### config.mk
export PLATFORM = sky130hd
export DESIGN_NAME = dmem_arbiter_flat
export DESIGN_NICKNAME = d
export VERILOG_FILES = /design/src/rtl/dmem_arbiter_if.sv /design/src/rtl/dmem_arbiter.sv /design/src/flat_wrapper.sv
export SDC_FILE = /design/constraint.sdc
export NUM_CORES = 1
export LEC_CHECK = 0
export BUFFER_PORTS_ARGS = -buffer_cell sky130_fd_sc_hd__buf_2
export CAP_MARGIN = 20
export CORE_MARGIN = 5
export CORE_UTILIZATION = 25
export CTS_CLUSTER_DIAMETER = 120
export DETAILED_ROUTE_END_ITERATION = 12
export PLACE_DENSITY_LB_ADDON = 0.12
export SETUP_SLACK_MARGIN = 0.3
export SYNTH_ARGS = -nofsm -noshare
export SYNTH_HDL_FRONTEND = slang
export SYNTH_SLANG_ARGS = --single-unit
### constraint.sdc
create_clock -name clk -period 6.94 [get_ports clk]
set_input_delay 0.694 -clock clk [delete_from_list [all_inputs] [get_ports clk]]
set_output_delay 0.694 -clock clk [all_outputs]
set_load 0.02 [all_outputs]
### src/rtl/dmem_arbiter_if.sv
// rtl/dmem_arbiter_if.sv - requester, response and memory bus bundle for dmem_arbiter
interface dmem_arbiter_if #(
  parameter int ADDR_W = 32
);
  logic [1:0]        req_valid;
  logic [1:0]        req_ready;
  logic [1:0]        req_we;
  logic [1:0]        req_size0;
  logic [1:0]        req_size1;
  logic [ADDR_W-1:0] req_addr0;
  logic [ADDR_W-1:0] req_addr1;
  logic [31:0]       req_wdata0;
  logic [31:0]       req_wdata1;
  logic [1:0]        rsp_valid;
  logic              rsp_err;
  logic [31:0]       rsp_rdata;
  logic [31:0]       mem_addr;
  logic [31:0]       mem_wdata;
  logic              mem_read;
  logic              mem_write;
  logic [31:0]       mem_rdata;

  modport slave (
    input  req_valid, req_we, req_size0, req_size1, req_addr0, req_addr1,
           req_wdata0, req_wdata1, mem_rdata,
    output req_ready, rsp_valid, rsp_err, rsp_rdata,
           mem_addr, mem_wdata, mem_read, mem_write
  );

  modport master (
    output req_valid, req_we, req_size0, req_size1, req_addr0, req_addr1,
           req_wdata0, req_wdata1, mem_rdata,
    input  req_ready, rsp_valid, rsp_err, rsp_rdata,
           mem_addr, mem_wdata, mem_read, mem_write
  );
endinterface

### src/rtl/dmem_arbiter.sv
// rtl/dmem_arbiter.sv - round-robin two-port arbiter and RMW sequencer for big-endian data memory
module dmem_arbiter #(
  parameter int MEM_BYTES = 256,
  parameter int ADDR_W    = 32
) (
  input logic           clk,
  input logic           rst,
  dmem_arbiter_if.slave bus
);

  typedef enum logic [1:0] {IDLE, READ, WRITE, RESP} state_t;

  state_t r_state;
  state_t w_next;

  logic              r_last_grant;
  logic              r_port;
  logic              r_we;
  logic              r_err;
  logic [1:0]        r_size;
  logic [1:0]        r_off;
  logic [15:0]       r_wdata;
  logic [31:0]       r_word;
  logic [31:0]       r_mem_addr;
  logic [31:0]       r_mem_wdata;

  logic              w_accept;
  logic              w_grant;
  logic              w_we;
  logic [1:0]        w_size;
  logic [ADDR_W-1:0] w_addr;
  logic [31:0]       w_wdata;
  logic              w_err;
  logic [4:0]        w_shift;
  logic [31:0]       w_merged;
  logic [31:0]       w_extract;

  // Port selection: alternate when both ask, otherwise serve whoever asks.
  always_comb begin
    w_accept = (r_state == IDLE) && (|bus.req_valid) && !rst;
    if (&bus.req_valid) w_grant = ~r_last_grant;
    else                w_grant = bus.req_valid[1];
    w_we    = bus.req_we[w_grant];
    w_size  = w_grant ? bus.req_size1  : bus.req_size0;
    w_addr  = w_grant ? bus.req_addr1  : bus.req_addr0;
    w_wdata = w_grant ? bus.req_wdata1 : bus.req_wdata0;
    w_err   = (w_size == 2'b11)
            || ((w_size == 2'b01) && w_addr[0])
            || ((w_size == 2'b10) && (|w_addr[1:0]))
            || (w_addr >= ADDR_W'(MEM_BYTES));
  end

  // Big-endian lanes: byte offset 0 is the most significant byte.
  always_comb begin
    w_shift  = 5'd0;
    w_merged = bus.mem_rdata;
    if (r_size == 2'b00) begin
      w_shift  = {~r_off, 3'b000};
      w_merged = (bus.mem_rdata & ~(32'h0000_00FF << w_shift))
               | ({24'd0, r_wdata[7:0]} << w_shift);
    end else if (r_size == 2'b01) begin
      w_shift  = {~r_off[1], 4'b0000};
      w_merged = (bus.mem_rdata & ~(32'h0000_FFFF << w_shift))
               | ({16'd0, r_wdata} << w_shift);
    end
  end

  always_comb begin
    unique case (r_size)
      2'b00:   w_extract = {24'd0, 8'(r_word >> {~r_off, 3'b000})};
      2'b01:   w_extract = r_off[1] ? {16'd0, r_word[15:0]} : {16'd0, r_word[31:16]};
      default: w_extract = r_word;
    endcase
  end

  always_ff @(posedge clk or posedge rst) begin
    if (rst) r_state <= IDLE;
    else     r_state <= w_next;
  end

  always_comb begin
    w_next = r_state;
    unique case (r_state)
      IDLE: begin
        if (w_accept) begin
          if (w_err)                           w_next = RESP;
          else if (w_we && (w_size == 2'b10))  w_next = WRITE;
          else                                 w_next = READ;
        end
      end
      READ:    w_next = r_we ? WRITE : RESP;
      WRITE:   w_next = RESP;
      RESP:    w_next = IDLE;
      default: w_next = IDLE;
    endcase
  end

  always_ff @(posedge clk or posedge rst) begin
    if (rst) begin
      r_last_grant <= 1'b1;
      r_port       <= 1'b0;
      r_we         <= 1'b0;
      r_err        <= 1'b0;
      r_size       <= 2'b00;
      r_off        <= 2'b00;
      r_wdata      <= 16'd0;
      r_word       <= 32'd0;
      r_mem_addr   <= 32'd0;
      r_mem_wdata  <= 32'd0;
    end else begin
      if (w_accept) begin
        r_last_grant <= w_grant;
        r_port       <= w_grant;
        r_we         <= w_we;
        r_err        <= w_err;
        r_size       <= w_size;
        r_off        <= w_addr[1:0];
        r_wdata      <= w_wdata[15:0];
        // Rejected requests leave the memory-facing registers untouched.
        if (!w_err) begin
          r_mem_addr <= 32'({w_addr[ADDR_W-1:2], 2'b00});
          if (w_we && (w_size == 2'b10)) r_mem_wdata <= w_wdata;
        end
      end
      if (r_state == READ) begin
        r_word <= bus.mem_rdata;
        if (r_we) r_mem_wdata <= w_merged;
      end
    end
  end

  assign bus.req_ready = w_accept ? (w_grant ? 2'b10 : 2'b01) : 2'b00;
  assign bus.rsp_valid = (r_state == RESP) ? (r_port ? 2'b10 : 2'b01) : 2'b00;
  assign bus.rsp_err   = (r_state == RESP) && r_err;
  assign bus.rsp_rdata = ((r_state == RESP) && !r_we && !r_err) ? w_extract : 32'd0;
  assign bus.mem_read  = (r_state == READ);
  assign bus.mem_write = (r_state == WRITE);
  assign bus.mem_addr  = r_mem_addr;
  assign bus.mem_wdata = r_mem_wdata;

endmodule

### src/flat_wrapper.sv
// flat-port wrapper written by rule: the top's interface ports become plain ports
module dmem_arbiter_flat 
#(
  parameter int MEM_BYTES = 256,
  parameter int ADDR_W    = 32
)
  (clk, rst, bus_req_valid, bus_req_we, bus_req_size0, bus_req_size1, bus_req_addr0, bus_req_addr1, bus_req_wdata0, bus_req_wdata1, bus_mem_rdata, bus_req_ready, bus_rsp_valid, bus_rsp_err, bus_rsp_rdata, bus_mem_addr, bus_mem_wdata, bus_mem_read, bus_mem_write);
  dmem_arbiter_if #(.ADDR_W(ADDR_W)) bus_i ();
  input logic clk;
  input logic rst;
  input wire logic [$bits(bus_i.req_valid)-1:0] bus_req_valid;
  input wire logic [$bits(bus_i.req_we)-1:0] bus_req_we;
  input wire logic [$bits(bus_i.req_size0)-1:0] bus_req_size0;
  input wire logic [$bits(bus_i.req_size1)-1:0] bus_req_size1;
  input wire logic [$bits(bus_i.req_addr0)-1:0] bus_req_addr0;
  input wire logic [$bits(bus_i.req_addr1)-1:0] bus_req_addr1;
  input wire logic [$bits(bus_i.req_wdata0)-1:0] bus_req_wdata0;
  input wire logic [$bits(bus_i.req_wdata1)-1:0] bus_req_wdata1;
  input wire logic [$bits(bus_i.mem_rdata)-1:0] bus_mem_rdata;
  output wire logic [$bits(bus_i.req_ready)-1:0] bus_req_ready;
  output wire logic [$bits(bus_i.rsp_valid)-1:0] bus_rsp_valid;
  output wire logic [$bits(bus_i.rsp_err)-1:0] bus_rsp_err;
  output wire logic [$bits(bus_i.rsp_rdata)-1:0] bus_rsp_rdata;
  output wire logic [$bits(bus_i.mem_addr)-1:0] bus_mem_addr;
  output wire logic [$bits(bus_i.mem_wdata)-1:0] bus_mem_wdata;
  output wire logic [$bits(bus_i.mem_read)-1:0] bus_mem_read;
  output wire logic [$bits(bus_i.mem_write)-1:0] bus_mem_write;
  assign bus_i.req_valid = bus_req_valid;
  assign bus_i.req_we = bus_req_we;
  assign bus_i.req_size0 = bus_req_size0;
  assign bus_i.req_size1 = bus_req_size1;
  assign bus_i.req_addr0 = bus_req_addr0;
  assign bus_i.req_addr1 = bus_req_addr1;
  assign bus_i.req_wdata0 = bus_req_wdata0;
  assign bus_i.req_wdata1 = bus_req_wdata1;
  assign bus_i.mem_rdata = bus_mem_rdata;
  assign bus_req_ready = bus_i.req_ready;
  assign bus_rsp_valid = bus_i.rsp_valid;
  assign bus_rsp_err = bus_i.rsp_err;
  assign bus_rsp_rdata = bus_i.rsp_rdata;
  assign bus_mem_addr = bus_i.mem_addr;
  assign bus_mem_wdata = bus_i.mem_wdata;
  assign bus_mem_read = bus_i.mem_read;
  assign bus_mem_write = bus_i.mem_write;
  dmem_arbiter #(.MEM_BYTES(MEM_BYTES), .ADDR_W(ADDR_W)) u_core (.clk(clk), .rst(rst), .bus(bus_i));
endmodule
==> results.ini <==
[status]
status=finished, final reports clean

[worst_setup_path]
critical_path.cell_chain=inv_1 -> nor2_1 -> a22oi_1 -> nor2_1 -> a221oi_1 -> nor2_1 -> buf_2
crit_type=flip-flop to output port
crit_required_ns=6.25
worst_path_most_repeated_cell=nor2_1
startpoint=u_core.r_off[1]
r2r_slack_ns=4.09
cpPeakStageDelay_ns=0.79
crit_arrival_ns=2.58
end_kind=output port
cp_max_fo=16
start_kind=flip-flop
reg2reg_to=u_core.bus.mem_wdata[31]
ff2ff_path_depth=8
rr_startpoint=u_core.r_last_grant
cp_slowest_cell=dfrtp_1

[cts]
clk_latency_ns=0.42
post_cts_resized=0
cts_made_buffers=17
cts_root_buf=clkbuf_16
cts_hold_buf=0
path_clk_slew_ns=0.06
clockBufferDepth=2
post_cts_buffers=0
cts_htree_levels=4
cts_tree=done
cts.sinks=120

[timing]
min_period_over_period=0.472
rsz0062_at_grt=no
timing_max_transition_violations_final=0
hold_ws_ns=0.380
totalNegativeSetupSlack_ns=0
fmax_mhz=305
period_needed_ns=3.27
slew_headroom=0.377
setup-violations-final=0
hold_viol=0
worst_pin_slew_ns=0.934
worst_clock_skew_ns=0.0101
setup_slack_ns=3.67

[routing]
wire_per_inst_um=19.7
drt_first_iter_violations=415
vias_per_cell=4.83
wl_um=25600
first_pass_iters=7
ant_nets=0
vias=6296
drc=0

[pwr]
power_mw=3.50
ir_drop_v=0.000144
leakagePower_nw=4.42
powerDensity_mw_per_mm2=402

[floorplanning]
die_y_um=171
ios=273
die_x_um=171
die_area_mm2=0.0291
core_mm2=0.0253
initial_core_util=0.255
num_rows=58

[logic_synthesis]
ys_async_sr_fraction=1.00
yosysSeqAreaShare=0.465
synthCells=706
syn_area_per_cell_um2=9.15
yosysWarnings=0
syn_area_mm2=0.00646
ys_types=46
synth-edff-count=0
ys_seq_elements=120
synth_ff_type=dfrtp_1

[layout]
fin_area_mm2=0.00871
final_core_util=0.344
layout.cells.non_filler=1303
drive_gt1_frac=0.386
finalNetCount=1135
area_growth_pct=34.9
n_antenna_cell=0

[placed_design]
placed_cell_area_mm2=0.00810
place_ws_ns=3.66
portBuffers=270
hpwl_um=19700
gp_congestion=0.789
dp_cells=1271

[hold_path]
worstHoldPathType=primary input to async pin

[global_route]
antenna_found_initial=0
track_usage=0.173
first_global_vias=6398
grt_max_degree=70
grt_overflow_total=0
grt_first_pass_wirelength_um=38600

[flow_run]
maxCapViolCount=0

==> routing by layer <==
| metal | routed length (um) | GRT usage |
|---|---|---|
| met5 | 0 | 0 |
| met4 | 416 | 0.0465 |
| met3 | 2040 | 0.0524 |
| met2 | 11900 | 0.275 |
| met1 | 11300 | 0.232 |
==> sequential cells by signal (all words and copies together), names as in the netlist <==
signal                count
u_core.bus.mem_wdata     32
u_core.r_last_grant       1
u_core.r_state            2
u_core.r_we               1
u_core.r_off              2
u_core.r_size             2
u_core.r_port             1
u_core.r_word            32
u_core.r_wdata           16
u_core.bus.mem_addr      30
u_core.r_err              1
==> worst max-delay path, delay by kind of cell (launching register included) <==
family / cells / cell delay (ns)
flip-flops: 1 / 0.79
buffers and inverters: 2 / 0.63
AND/OR/NAND/NOR: 3 / 0.54
AO/OA/AOI/OAI: 2 / 0.19
==> final cells by class <==
cell class | instances | area [um2]
inverter | 5 | 21.3
tap | 330 | 413
timing repair buffer | 279 | 1420
clock buffer | 18 | 429
multi-input combinational | 537 | 3250
fill | 2725 | 16600
sequential | 120 | 3000
clock inverter | 14 | 176
==> logic make-up after synthesis <==
family	after synthesis	synth area share
AND/OR/NAND/NOR	325	0.227
AO/OA/AOI/OAI	136	0.146
flip-flops	120	0.465
multiplexers	69	0.116
buffers and inverters	50	0.0351
adder cells (fa/ha/maj)	5	0.00969
other	1	0.000581
==> how the worst max path moves through the flow <==
stage,slack (ns),cells after the start,endpoint
2_1_floorplan,1.46,5,bus_req_ready[0]
3_3_place_gp,3.68,7,u_core.bus.mem_wdata[11]
3_5_place_dp,3.66,8,u_core.bus.mem_wdata[11]
4_1_cts,3.70,7,bus_rsp_rdata[1]
5_1_grt,3.47,7,bus_rsp_rdata[2]
6_report,3.67,7,bus_rsp_rdata[2]
==> cell usage in the layout, fill, tap and decap left out, types with 2 or more instances in the layout <==
cell,instances
nand2_1,130
nor2b_1,26
a21o_1,4
a21oi_1,21
nor4_1,12
o21a_1,2
buf_4,9
a31o_2,3
nor3_1,3
mux2i_1,21
o21ai_0,11
and2_1,4
a31oi_1,16
and4_1,3
clkinv_4,4
clkinvlp_4,5
or2_2,9
buf_2,270
dfrtp_1,119
mux2_2,48
a22oi_1,19
conb_1,2
inv_1,4
nor2_1,102
a31o_1,5
and3_1,32
o221ai_1,7
bufinv_16,3
ha_1,5
clkbuf_16,17
o31ai_1,16
o22ai_1,11
o21ai_1,9
a221oi_1,4
==> where the power goes <==
part / switching, mW / internal (mW)
Clock: 0.353 / 0.567
Combinational: 0.788 / 0.563
Sequential: 0.270 / 0.961
Total: 1.41 / 2.09
==> cells in the mapped netlist (4+ instances only) <==
cell type  number  share of area
a31o_1          5         0.0068
o22ai_1        11          0.011
mux2i_1        21          0.033
and3_1         32          0.031
buf_4           4         0.0047
a22oi_1        19          0.022
or2_2           9         0.0087
nor2b_1        26          0.025
nand2_1       130          0.076
clkbuf_1       33          0.019
o221ai_1        7         0.0095
nor4_1         12          0.012
buf_1           4         0.0023
o31ai_1        16          0.019
inv_1           5         0.0029
nor2_1        102          0.059
o21ai_1         9         0.0070
a221oi_1        4         0.0054
dfrtp_1       119           0.46
a21oi_1        21          0.016
a31oi_1        16          0.016
and2_1          4         0.0039
o21ai_0        11         0.0085
mux2_2         48          0.084
a21o_1          4         0.0047
ha_1            5         0.0097
No activity file was read; power rests on OpenSTA's default activity.
